<file path="src/rtl/exception_controller.sv">
// ---------------------------------------------------------------------------
// exception_controller
//
// Purpose:
//   Decides when the pipeline takes an exception or an interrupt, and drives
//   the flush, stall and vector controls that go with it. Synchronous
//   exceptions come from the E stage. Data aborts come from the M stage and
//   take two cycles. FIQ and IRQ sources are first pending-latched. The
//   pipeline is then drained with a marker, which is seen in the D stage and
//   later in the M stage, before the vector is taken.
//
// Ports:
//   clk, reset                      clock, synchronous active-high reset
//   UndefinedInstrE, SWIE,
//   PrefetchAbortE                  synchronous exceptions seen in E
//   DataAbort                       data abort seen in M
//   IrqReq[NUM_SRC]                 raw interrupt source lines
//   IrqEnMask[NUM_SRC]              per-source enable
//   IrqClear[NUM_SRC]               write-1-clear for edge pending bits
//   IRQEnabled, FIQEnabled          CPSR class enables
//   PipelineClearD, PipelineClearM  drain marker present in D / M
//   PipelineClearF                  inject drain marker at fetch
//   ExceptionFlushD/E/M/W           per-stage flush
//   ExceptionStallD                 hold D
//   IRQAssert, FIQAssert            interrupt vector taken this cycle
//   DataAbortCycle2                 second cycle of a data abort
//   ExceptionSavePC                 save the return PC (OR of vector bits)
//   PCInSelect                      PC input mux select for exception entry
//   ExceptionResetMicrop            reset the micro-op sequencer
//   Busy                            drain / take / abort2 in progress
//   PCVectorAddress[6:0]            one-hot {FIQ,IRQ,DAbt2,PAbt,SWI,Undef,Reset}
//   IrqId[ID_W]                     index of the last interrupt source taken
//   IrqPending[NUM_SRC]             pending bits, per source
// ---------------------------------------------------------------------------
module exception_controller #(
    parameter int                   NUM_SRC   = 8,
    parameter logic [NUM_SRC-1:0]   FIQ_MASK  = 8'h01,
    parameter logic [NUM_SRC-1:0]   EDGE_MASK = 8'h00,
    localparam int                  ID_W      = (NUM_SRC > 1) ? $clog2(NUM_SRC) : 1
) (
    input  logic                clk,
    input  logic                reset,
    input  logic                UndefinedInstrE,
    input  logic                SWIE,
    input  logic                PrefetchAbortE,
    input  logic                DataAbort,
    input  logic [NUM_SRC-1:0]  IrqReq,
    input  logic [NUM_SRC-1:0]  IrqEnMask,
    input  logic [NUM_SRC-1:0]  IrqClear,
    input  logic                IRQEnabled,
    input  logic                FIQEnabled,
    input  logic                PipelineClearD,
    input  logic                PipelineClearM,
    output logic                PipelineClearF,
    output logic                ExceptionFlushD,
    output logic                ExceptionFlushE,
    output logic                ExceptionFlushM,
    output logic                ExceptionFlushW,
    output logic                ExceptionStallD,
    output logic                IRQAssert,
    output logic                FIQAssert,
    output logic                DataAbortCycle2,
    output logic                ExceptionSavePC,
    output logic                PCInSelect,
    output logic                ExceptionResetMicrop,
    output logic                Busy,
    output logic [6:0]          PCVectorAddress,
    output logic [ID_W-1:0]     IrqId,
    output logic [NUM_SRC-1:0]  IrqPending
);

    typedef enum logic [1:0] {
        IDLE   = 2'd0,
        DRAIN  = 2'd1,
        TAKE   = 2'd2,
        ABORT2 = 2'd3
    } state_t;

    // One-hot vector bit positions
    localparam int V_RESET = 0;
    localparam int V_UNDEF = 1;
    localparam int V_SWI   = 2;
    localparam int V_PABT  = 3;
    localparam int V_DABT2 = 4;
    localparam int V_IRQ   = 5;
    localparam int V_FIQ   = 6;

    state_t               state_reg, state_next;
    logic [NUM_SRC-1:0]   pend_reg, pend_next;
    logic [NUM_SRC-1:0]   hist_reg;
    logic [ID_W-1:0]      id_reg;

    // ---------------------------------------------------------------
    // Pending bits. A level source simply follows its line one cycle late.
    // An edge source latches on a rising edge and holds until it is
    // cleared. A new edge wins over a clear in the same cycle, so an event
    // that arrives together with a clear is not lost.
    // ---------------------------------------------------------------
    logic [NUM_SRC-1:0] rise;
    assign rise = IrqReq & ~hist_reg;

    generate
        for (genvar gi = 0; gi < NUM_SRC; gi++) begin : g_src
            assign pend_next[gi] = EDGE_MASK[gi]
                                 ? (rise[gi] | (pend_reg[gi] & ~IrqClear[gi]))
                                 : IrqReq[gi];
        end
    endgenerate

    // ---------------------------------------------------------------
    // Eligibility and arbitration
    // ---------------------------------------------------------------
    logic [NUM_SRC-1:0] fiq_vec, irq_vec, win_vec;
    logic               fiq_elig, irq_elig, any_elig;
    logic [ID_W-1:0]    win_id;

    assign fiq_vec  = pend_reg & IrqEnMask &  FIQ_MASK;
    assign irq_vec  = pend_reg & IrqEnMask & ~FIQ_MASK;
    assign fiq_elig = (|fiq_vec) & FIQEnabled;
    assign irq_elig = (|irq_vec) & IRQEnabled;
    assign any_elig = fiq_elig | irq_elig;
    assign win_vec  = fiq_elig ? fiq_vec : irq_vec;

    // Lowest set index wins: scan from the top so lower bits overwrite.
    always_comb begin
        win_id = '0;
        for (int i = NUM_SRC - 1; i >= 0; i--) begin
            if (win_vec[i]) begin
                win_id = ID_W'(i);
            end
        end
    end

    logic sync_e;
    assign sync_e = UndefinedInstrE | SWIE | PrefetchAbortE;

    // ---------------------------------------------------------------
    // Control decode: combinational from state and inputs, so that every
    // flush and vector acts in the cycle the event is seen.
    // ---------------------------------------------------------------
    logic       take_fire;
    logic [6:0] vec;

    always_comb begin
        state_next           = state_reg;
        vec                  = '0;
        take_fire            = 1'b0;
        PipelineClearF       = 1'b0;
        ExceptionFlushD      = 1'b0;
        ExceptionFlushE      = 1'b0;
        ExceptionFlushM      = 1'b0;
        ExceptionFlushW      = 1'b0;
        ExceptionStallD      = 1'b0;
        IRQAssert            = 1'b0;
        FIQAssert            = 1'b0;
        DataAbortCycle2      = 1'b0;
        PCInSelect           = 1'b0;
        ExceptionResetMicrop = 1'b0;

        if (reset) begin
            state_next   = IDLE;
            vec[V_RESET] = 1'b1;
        end else if (DataAbort) begin
            // Abort first cycle: wipe everything and restart the micro-op
            // sequencer. The vector is issued in the next cycle.
            ExceptionFlushD      = 1'b1;
            ExceptionFlushE      = 1'b1;
            ExceptionFlushM      = 1'b1;
            ExceptionFlushW      = 1'b1;
            ExceptionStallD      = 1'b1;
            ExceptionResetMicrop = 1'b1;
            state_next           = ABORT2;
        end else if (state_reg == ABORT2) begin
            // E is left alone here. It already holds the cycle-1 bubble.
            DataAbortCycle2 = 1'b1;
            ExceptionFlushD = 1'b1;
            ExceptionFlushM = 1'b1;
            ExceptionFlushW = 1'b1;
            PCInSelect      = 1'b1;
            vec[V_DABT2]    = 1'b1;
            state_next      = IDLE;
        end else if (sync_e) begin
            // An E-stage exception pre-empts any drain in progress. The
            // interrupt stays pending and is re-arbitrated from IDLE.
            ExceptionFlushD = 1'b1;
            ExceptionFlushM = 1'b1;
            PCInSelect      = 1'b1;
            if (PrefetchAbortE)       vec[V_PABT]  = 1'b1;
            else if (UndefinedInstrE) vec[V_UNDEF] = 1'b1;
            else                      vec[V_SWI]   = 1'b1;
            state_next = IDLE;
        end else begin
            case (state_reg)
                IDLE: begin
                    if (any_elig) state_next = DRAIN;
                end
                DRAIN: begin
                    if (!any_elig) begin
                        state_next = IDLE;
                    end else begin
                        PipelineClearF = ~PipelineClearM;
                        // The marker is in D but has not reached M. Squash
                        // what follows it so that nothing new enters E.
                        if (PipelineClearD && !PipelineClearM) begin
                            ExceptionFlushE = 1'b1;
                            ExceptionStallD = 1'b1;
                        end
                        if (PipelineClearM) state_next = TAKE;
                    end
                end
                TAKE: begin
                    state_next = IDLE;
                    if (any_elig) begin
                        take_fire       = 1'b1;
                        ExceptionFlushD = 1'b1;
                        if (fiq_elig) begin
                            FIQAssert  = 1'b1;
                            vec[V_FIQ] = 1'b1;
                        end else begin
                            IRQAssert  = 1'b1;
                            vec[V_IRQ] = 1'b1;
                        end
                    end
                end
                default: state_next = IDLE;
            endcase
        end
    end

    assign PCVectorAddress = vec;
    assign ExceptionSavePC = |vec;
    assign Busy            = ~reset & (state_reg != IDLE);
    assign IrqId           = take_fire ? win_id : id_reg;
    assign IrqPending      = pend_reg;

    // ---------------------------------------------------------------
    // State
    // ---------------------------------------------------------------
    always_ff @(posedge clk) begin
        if (reset) begin
            state_reg <= IDLE;
            pend_reg  <= '0;
            hist_reg  <= '0;
            id_reg    <= '0;
        end else begin
            state_reg <= state_next;
            pend_reg  <= pend_next;
            hist_reg  <= IrqReq;
            if (take_fire) id_reg <= win_id;
        end
    end

endmodule

</file>
<file path="config.mk">
export PLATFORM = sky130hd
export DESIGN_NAME = exception_controller
export DESIGN_NICKNAME = d
export VERILOG_FILES = /design/src/rtl/exception_controller.sv
export SDC_FILE = /design/constraint.sdc
export NUM_CORES = 1
export LEC_CHECK = 0
export ABC_AREA = 1
export CELL_PAD_IN_SITES_DETAIL_PLACEMENT = 0
export CELL_PAD_IN_SITES_GLOBAL_PLACEMENT = 1
export CORE_UTILIZATION = 19
export DETAILED_ROUTE_END_ITERATION = 10
export PLACE_DENSITY_LB_ADDON = 0.15
export SLEW_MARGIN = 40
export SYNTH_ARGS = -nofsm -noshare
export SYNTH_HDL_FRONTEND = slang
export SYNTH_SLANG_ARGS = --single-unit
</file>
<file path="constraint.sdc">
create_clock -name clk -period 1.45 [get_ports clk]
set_clock_uncertainty 0.05 [all_clocks]
set_input_delay 0.29 -clock clk [delete_from_list [all_inputs] [get_ports clk]]
set_output_delay 0.29 -clock clk [all_outputs]
set_load 0.05 [all_outputs]
</file>
==> results of run 1 <==
layout make-up:
cell class | count | area, sq um | share of cell area [%]
multi-input cells | 87 | 724 | 29.0
clock buffers | 4 | 45.0 | 1.80
inverters | 26 | 103 | 4.11
well taps | 52 | 65.1 | 2.61
repair buffers | 108 | 1260 | 50.7
flip-flops and latches | 13 | 295 | 11.8
metrics by stage:
step	worst slack (ns)	cell area, sq um	cells	hold WS, ns	TNS (ns)
after floorplan	-0.509	1010	133	0.337	-3.65
after global placement	-0.689	2200	278	0.441	-13.80
after detailed placement	-0.744	2200	278	0.453	-14.53
after CTS	-0.451	2440	288	0.436	-5.63
after global routing	-0.501	2500	290	0.459	-6.54
final	-0.410	2500	290	0.433	-4.96
cell families (layout without fill, tap and decap cells):
family | count (synthesis) | after routing | share of synthesized area [%]
simple gates | 76 | 76 | 45.3
buf+inv | 33 | 138 | 16.8
flops | 13 | 13 | 30.3
compound gates | 11 | 11 | 7.58
power breakdown:
group | total, mW | internal, mW | switching [mW] | leakage, nW
sequential | 0.385 | 0.367 | 0.0176 | 0.113
clock | 0.323 | 0.194 | 0.129 | 0.0228
combinational | 0.614 | 0.309 | 0.305 | 1.02
total | 1.32 | 0.870 | 0.453 | 1.16
layer usage:
layer  track usage [%]  share of wire [%]  vias up
met5                 0                  0        -
met4              5.90                1.9        0
met3              3.20                5.5        6
met2              27.7                 55       51
met1              15.0                 37      555
li1                  -                  -      622
worst max-delay path, cell delays in order, from the launching register on:
cell and delay (ns):
dfxtp_4 0.36, nand2_4 0.05, nand2_4 0.08, nor2_4 0.04, nand2_2 0.07, nand2_4 0.05
nand2_4 0.08, nand4_1 0.18, o22ai_4 0.18, buf_6 0.19
Yosys cell counts, drive strengths merged:
master and n:
nand2 30, inv 26, nor2 25, dfxtp 13, nand3 9, buf 7, a21oi 6, nand4 6
nor3 4, o21ai 2, a21boi 1, and2 1, o211ai 1, o22ai 1, or2 1
worst max path at each step:
| stage | end | slack (ns) |
|---|---|---|
| floorplan | ExceptionStallD | -0.51 |
| global placement | IrqId[2] | -0.69 |
| detailed placement | IrqId[2] | -0.74 |
| CTS | IrqId[2] | -0.45 |
| global route | PipelineClearF | -0.50 |
| finish | ExceptionStallD | -0.41 |
repair_timing:
action / CTS / global route
pin swaps: 30 / 13
setup buffers: 6 / 2
endpoints found under the setup margin: 28 / 25
gates resized for setup: 79 / 9
hold endpoints to repair: 0 / 0
==> flow_summary.ini, run 1 <==
[die]
row_count = 24
core_area_sq_um = 4350
die_width_um = 69.2
die_h_um = 69.2
die-area_sq_um = 4790
initial_utilization_pct = 19.7
design.portCount = 65

[power]
finalPower_mw = 1.32
p_per_area_nw_per_um2 = 530
p_leak_nw = 1.16
vdd_drop_max_v = 0.000307

[setup_path]
r2r-start = IrqPending[6]
end_kind = output pin
crit_required_ns = 1.11
cp_max_fo = 4
ff2ff_setup_slack_ns = -0.02
rr_endpoint = id_reg[1]
worstSetupStartpoint = IrqPending[6]
worst-endpoint-arrival_ns = 1.52
rr_worst_depth = 11
start_kind = flop
critPathKind = flop to output pin

[final_layout]
insertedDiodeCount = 0
layout-drive-gt1-share_pct = 69.7
area_delta_synth_final_pct = 191
largest_register_ffs = 8
final_common_cell = buf_4
final_cell_mix = buf_4 (40), buf_12 (29), buf_6 (15)
fin_util_pct = 57.4
fillCellCount = 400
nets = 273

[placement]
dp_hpwl_mm = 2.70
portBuffers = 56
gp_congestion = 0.777

[worst_hold_path]
min-delay-start = id_reg[1]
hold_depth = 2
min_delay_worst_endpoint = id_reg[1]
hold_class = flop to flop

[synth]
synth_top_area_cell = dfxtp_1
synth_top_area_share_pct = 30.3
synth_area_sq_um = 858
synthTopCellsByArea = dfxtp_1 (30%), nand2_1 (10%), inv_1 (9.6%)
synth_cell_types = 25
synth.net_count = 167
ys_ff_latch = 13
ys_seq_area_share_pct = 30.3
ys.warnings.count = 0
syn_area_per_cell_sq_um = 6.45
netlist_instances = 133

[cts]
cts_tree = done
hold_buffers = 0
htree_levels = 1
cts_buffer_depth = 2
cts.sinks = 13
clkTransAtPathRegs_ns = 0.06
cts-buffers-inserted = 3
clk_latency_ns = 0.24
clockRootBuffer = clkbuf_8

[global_route]
overflow = 0
grt_usage_pct = 14.5
grt_pass1_vias = 1283
grt_pass1_wl_mm = 5.64
antenna_found_initial = 0
grt_start_max_net_pins = 12

[sta]
worst_pin_slew_ns = 0.325
setup_slack_ns = -0.410
final_max_slew_viol_count = 0
hold_viol_final = 0
fin_crit_ns = 1.86
slew-limit-headroom_pct = 78.2
rsz0062_at_grt = yes
fin_crit_sh_pct = 128
setup_viol = 20
max_freq_mhz = 538

[routing]
vias = 1234
ant_nets = 0
routedWlPerCell_um = 11.2
dr.pass1.iters = 4
totalWireLength_mm = 3.26
vias_per_cell = 4.26
drc = 0
drtIter0Drc = 32

[run]
cap_violations = 0

[status]
status = finished, violations left
violations = setup timing
No activity file was read; power rests on OpenSTA's default activity.
==> run 2, diff against run 1 <==
SLEW_MARGIN = 10   (was 40)
==> results of run 2 <==
No change in the layout: final DEF, timing and power equal those of run 1.
==> run 3, diff against run 2 <==
CELL_PAD_IN_SITES_DETAIL_PLACEMENT = not set   (was 0)
CELL_PAD_IN_SITES_GLOBAL_PLACEMENT = not set   (was 1)
CORE_UTILIZATION = 30   (was 19)
==> flow_summary.ini, run 3 (synthesized netlist as in run 1, its figures left out) <==
[status]
status = finished, violations left
violations = setup timing

[final_layout]
insertedDiodeCount = 0
fin_util_pct = 89.9
area_delta_synth_final_pct = 186
stdcell_area_sq_um = 2460
final_cell_mix = buf_4 (37), buf_12 (29), buf_6 (16)
stdcell_count = 269
final_common_cell = buf_4
largest_register_ffs = 8
nets = 273
layout-drive-gt1-share_pct = 67.6

[setup_path]
critPathKind = flop to output pin
cp_slowest_cell = dfxtp_4
crit_required_ns = 1.11
start_kind = flop
end_kind = output pin
critical_path.cell_chain = nand2_4 > nand2_4 > nor2_4 > nand2_2 > nand2_4 > nand2_4 > nand4_1 > o22ai_4 > buf_6
cp_max_fo = 4
cpPeakStageDelay_ns = 0.38
worst-endpoint-arrival_ns = 1.66
critPathMostFrequentCell = nand2_4

[sta]
worst_pin_slew_ns = 0.313
fin_crit_sh_pct = 138
setup_slack_ns = -0.554
hold_viol_final = 0
setup_viol = 24
max_freq_mhz = 499
rsz0062_at_grt = yes
slew-limit-headroom_pct = 79.0
fin_crit_ns = 2.00
final_max_slew_viol_count = 0

[cts]
cts-buffers-inserted = 3
cts_tree = done
clockRootBuffer = clkbuf_4
clkTransAtPathRegs_ns = 0.09
cts.sinks = 13
hold_buffers = 0
clk_latency_ns = 0.30
cts_buffer_depth = 2
htree_levels = 1

[routing]
drtIter0Drc = 33
vias_per_cell = 5.14
ant_nets = 0
drc = 0
totalWireLength_mm = 4.83
dr.pass1.iters = 5
routedWlPerCell_um = 18.0
vias = 1383

[global_route]
grt_usage_pct = 27.4
grt_pass1_wl_mm = 6.44
overflow = 0
grt_start_max_net_pins = 16
grt_pass1_vias = 1349
antenna_found_initial = 0

[power]
finalPower_mw = 1.29
p_leak_nw = 1.17
vdd_drop_max_v = 0.000695
p_per_area_nw_per_um2 = 524

[placement]
gp_congestion = 0.739
dp_hpwl_mm = 2.49
place_area_sq_um = 2150
placed_cells = 254
portBuffers = 56

[die]
design.portCount = 65
row_count = 19
die-area_sq_um = 3080
die_width_um = 55.5
die_h_um = 55.5
core_area_sq_um = 2730
initial_utilization_pct = 31.4

[worst_hold_path]
hold_class = input pin to flop

[run]
cap_violations = 0
run 3: cell count changes in the layout (fill, tap and decap cells not counted), moves of 2 or more:
cell / previous run / this run
clkbuf_4: 0 / 3
buf_4: 40 / 37
clkbuf_8: 3 / 0
nand3_4: 5 / 3
clkdlybuf4s15_1: 0 / 3
buf_2: 3 / 1
inv_2: 10 / 8
run 3: area by class of cell:
cell class / count / area (sq um)
well taps: 31 / 38.8
clock inverters: 1 / 5.00
clock buffers: 3 / 22.5
multi-input cells: 87 / 701
inverters: 26 / 108
fillers: 110 / 275
flip-flops and latches: 13 / 295
repair buffers: 108 / 1290
run 3: per-stage QoR:
| stage | setup slack (ns) | hold WS, ns | TNS, ns |
|---|---|---|---|
| floorplan | -0.509 | 0.337 | -3.65 |
| global placement | -0.702 | 0.438 | -13.04 |
| detailed placement | -0.751 | 0.460 | -14.46 |
| CTS | -0.480 | 0.439 | -6.77 |
| global route | -0.617 | 0.452 | -9.02 |
| finish | -0.554 | 0.437 | -8.18 |
run 3: worst max-delay path, delay by kind of cell (launching register included):
family | cells | cell delay [ns]
flops | 1 | 0.38
simple gates | 7 | 0.59
compound gates | 1 | 0.20
buf+inv | 1 | 0.19
run 3: per-layer routing:
layer  GRT usage (%)  routed length [um]  share of wire, %  vias up
met5               0                   0                 0        -
met4            11.8                 197               4.1        0
met3            4.92                 275               5.7       18
met2            53.9                2660                55       81
met1            27.5                1700                35      664
li1                -                   -                 -      620
run 3: worst paths after layout:
kind / cells after the start / start / end / slack, ns
max: 9 / IrqPending[6] / ExceptionStallD / -0.55
min: 3 / IrqReq[1] / IrqPending[1] / 0.44
max reg2reg: 12 / IrqPending[5] / state_reg[1] / -0.16
min reg2reg: 2 / id_reg[0] / id_reg[0] / 0.46
run 3: what timing repair did:
item                                    4_1_cts  5_1_grt
gates resized for setup                      63       24
endpoints found under the setup margin       28       26
pin swaps                                    27       12
setup buffers                                10        8
run 3: power by group:
group          switching [mW]  total, mW  internal [mW]
logic                   0.335      0.648          0.314
registers              0.0204      0.387          0.367
clock network           0.149      0.252          0.103
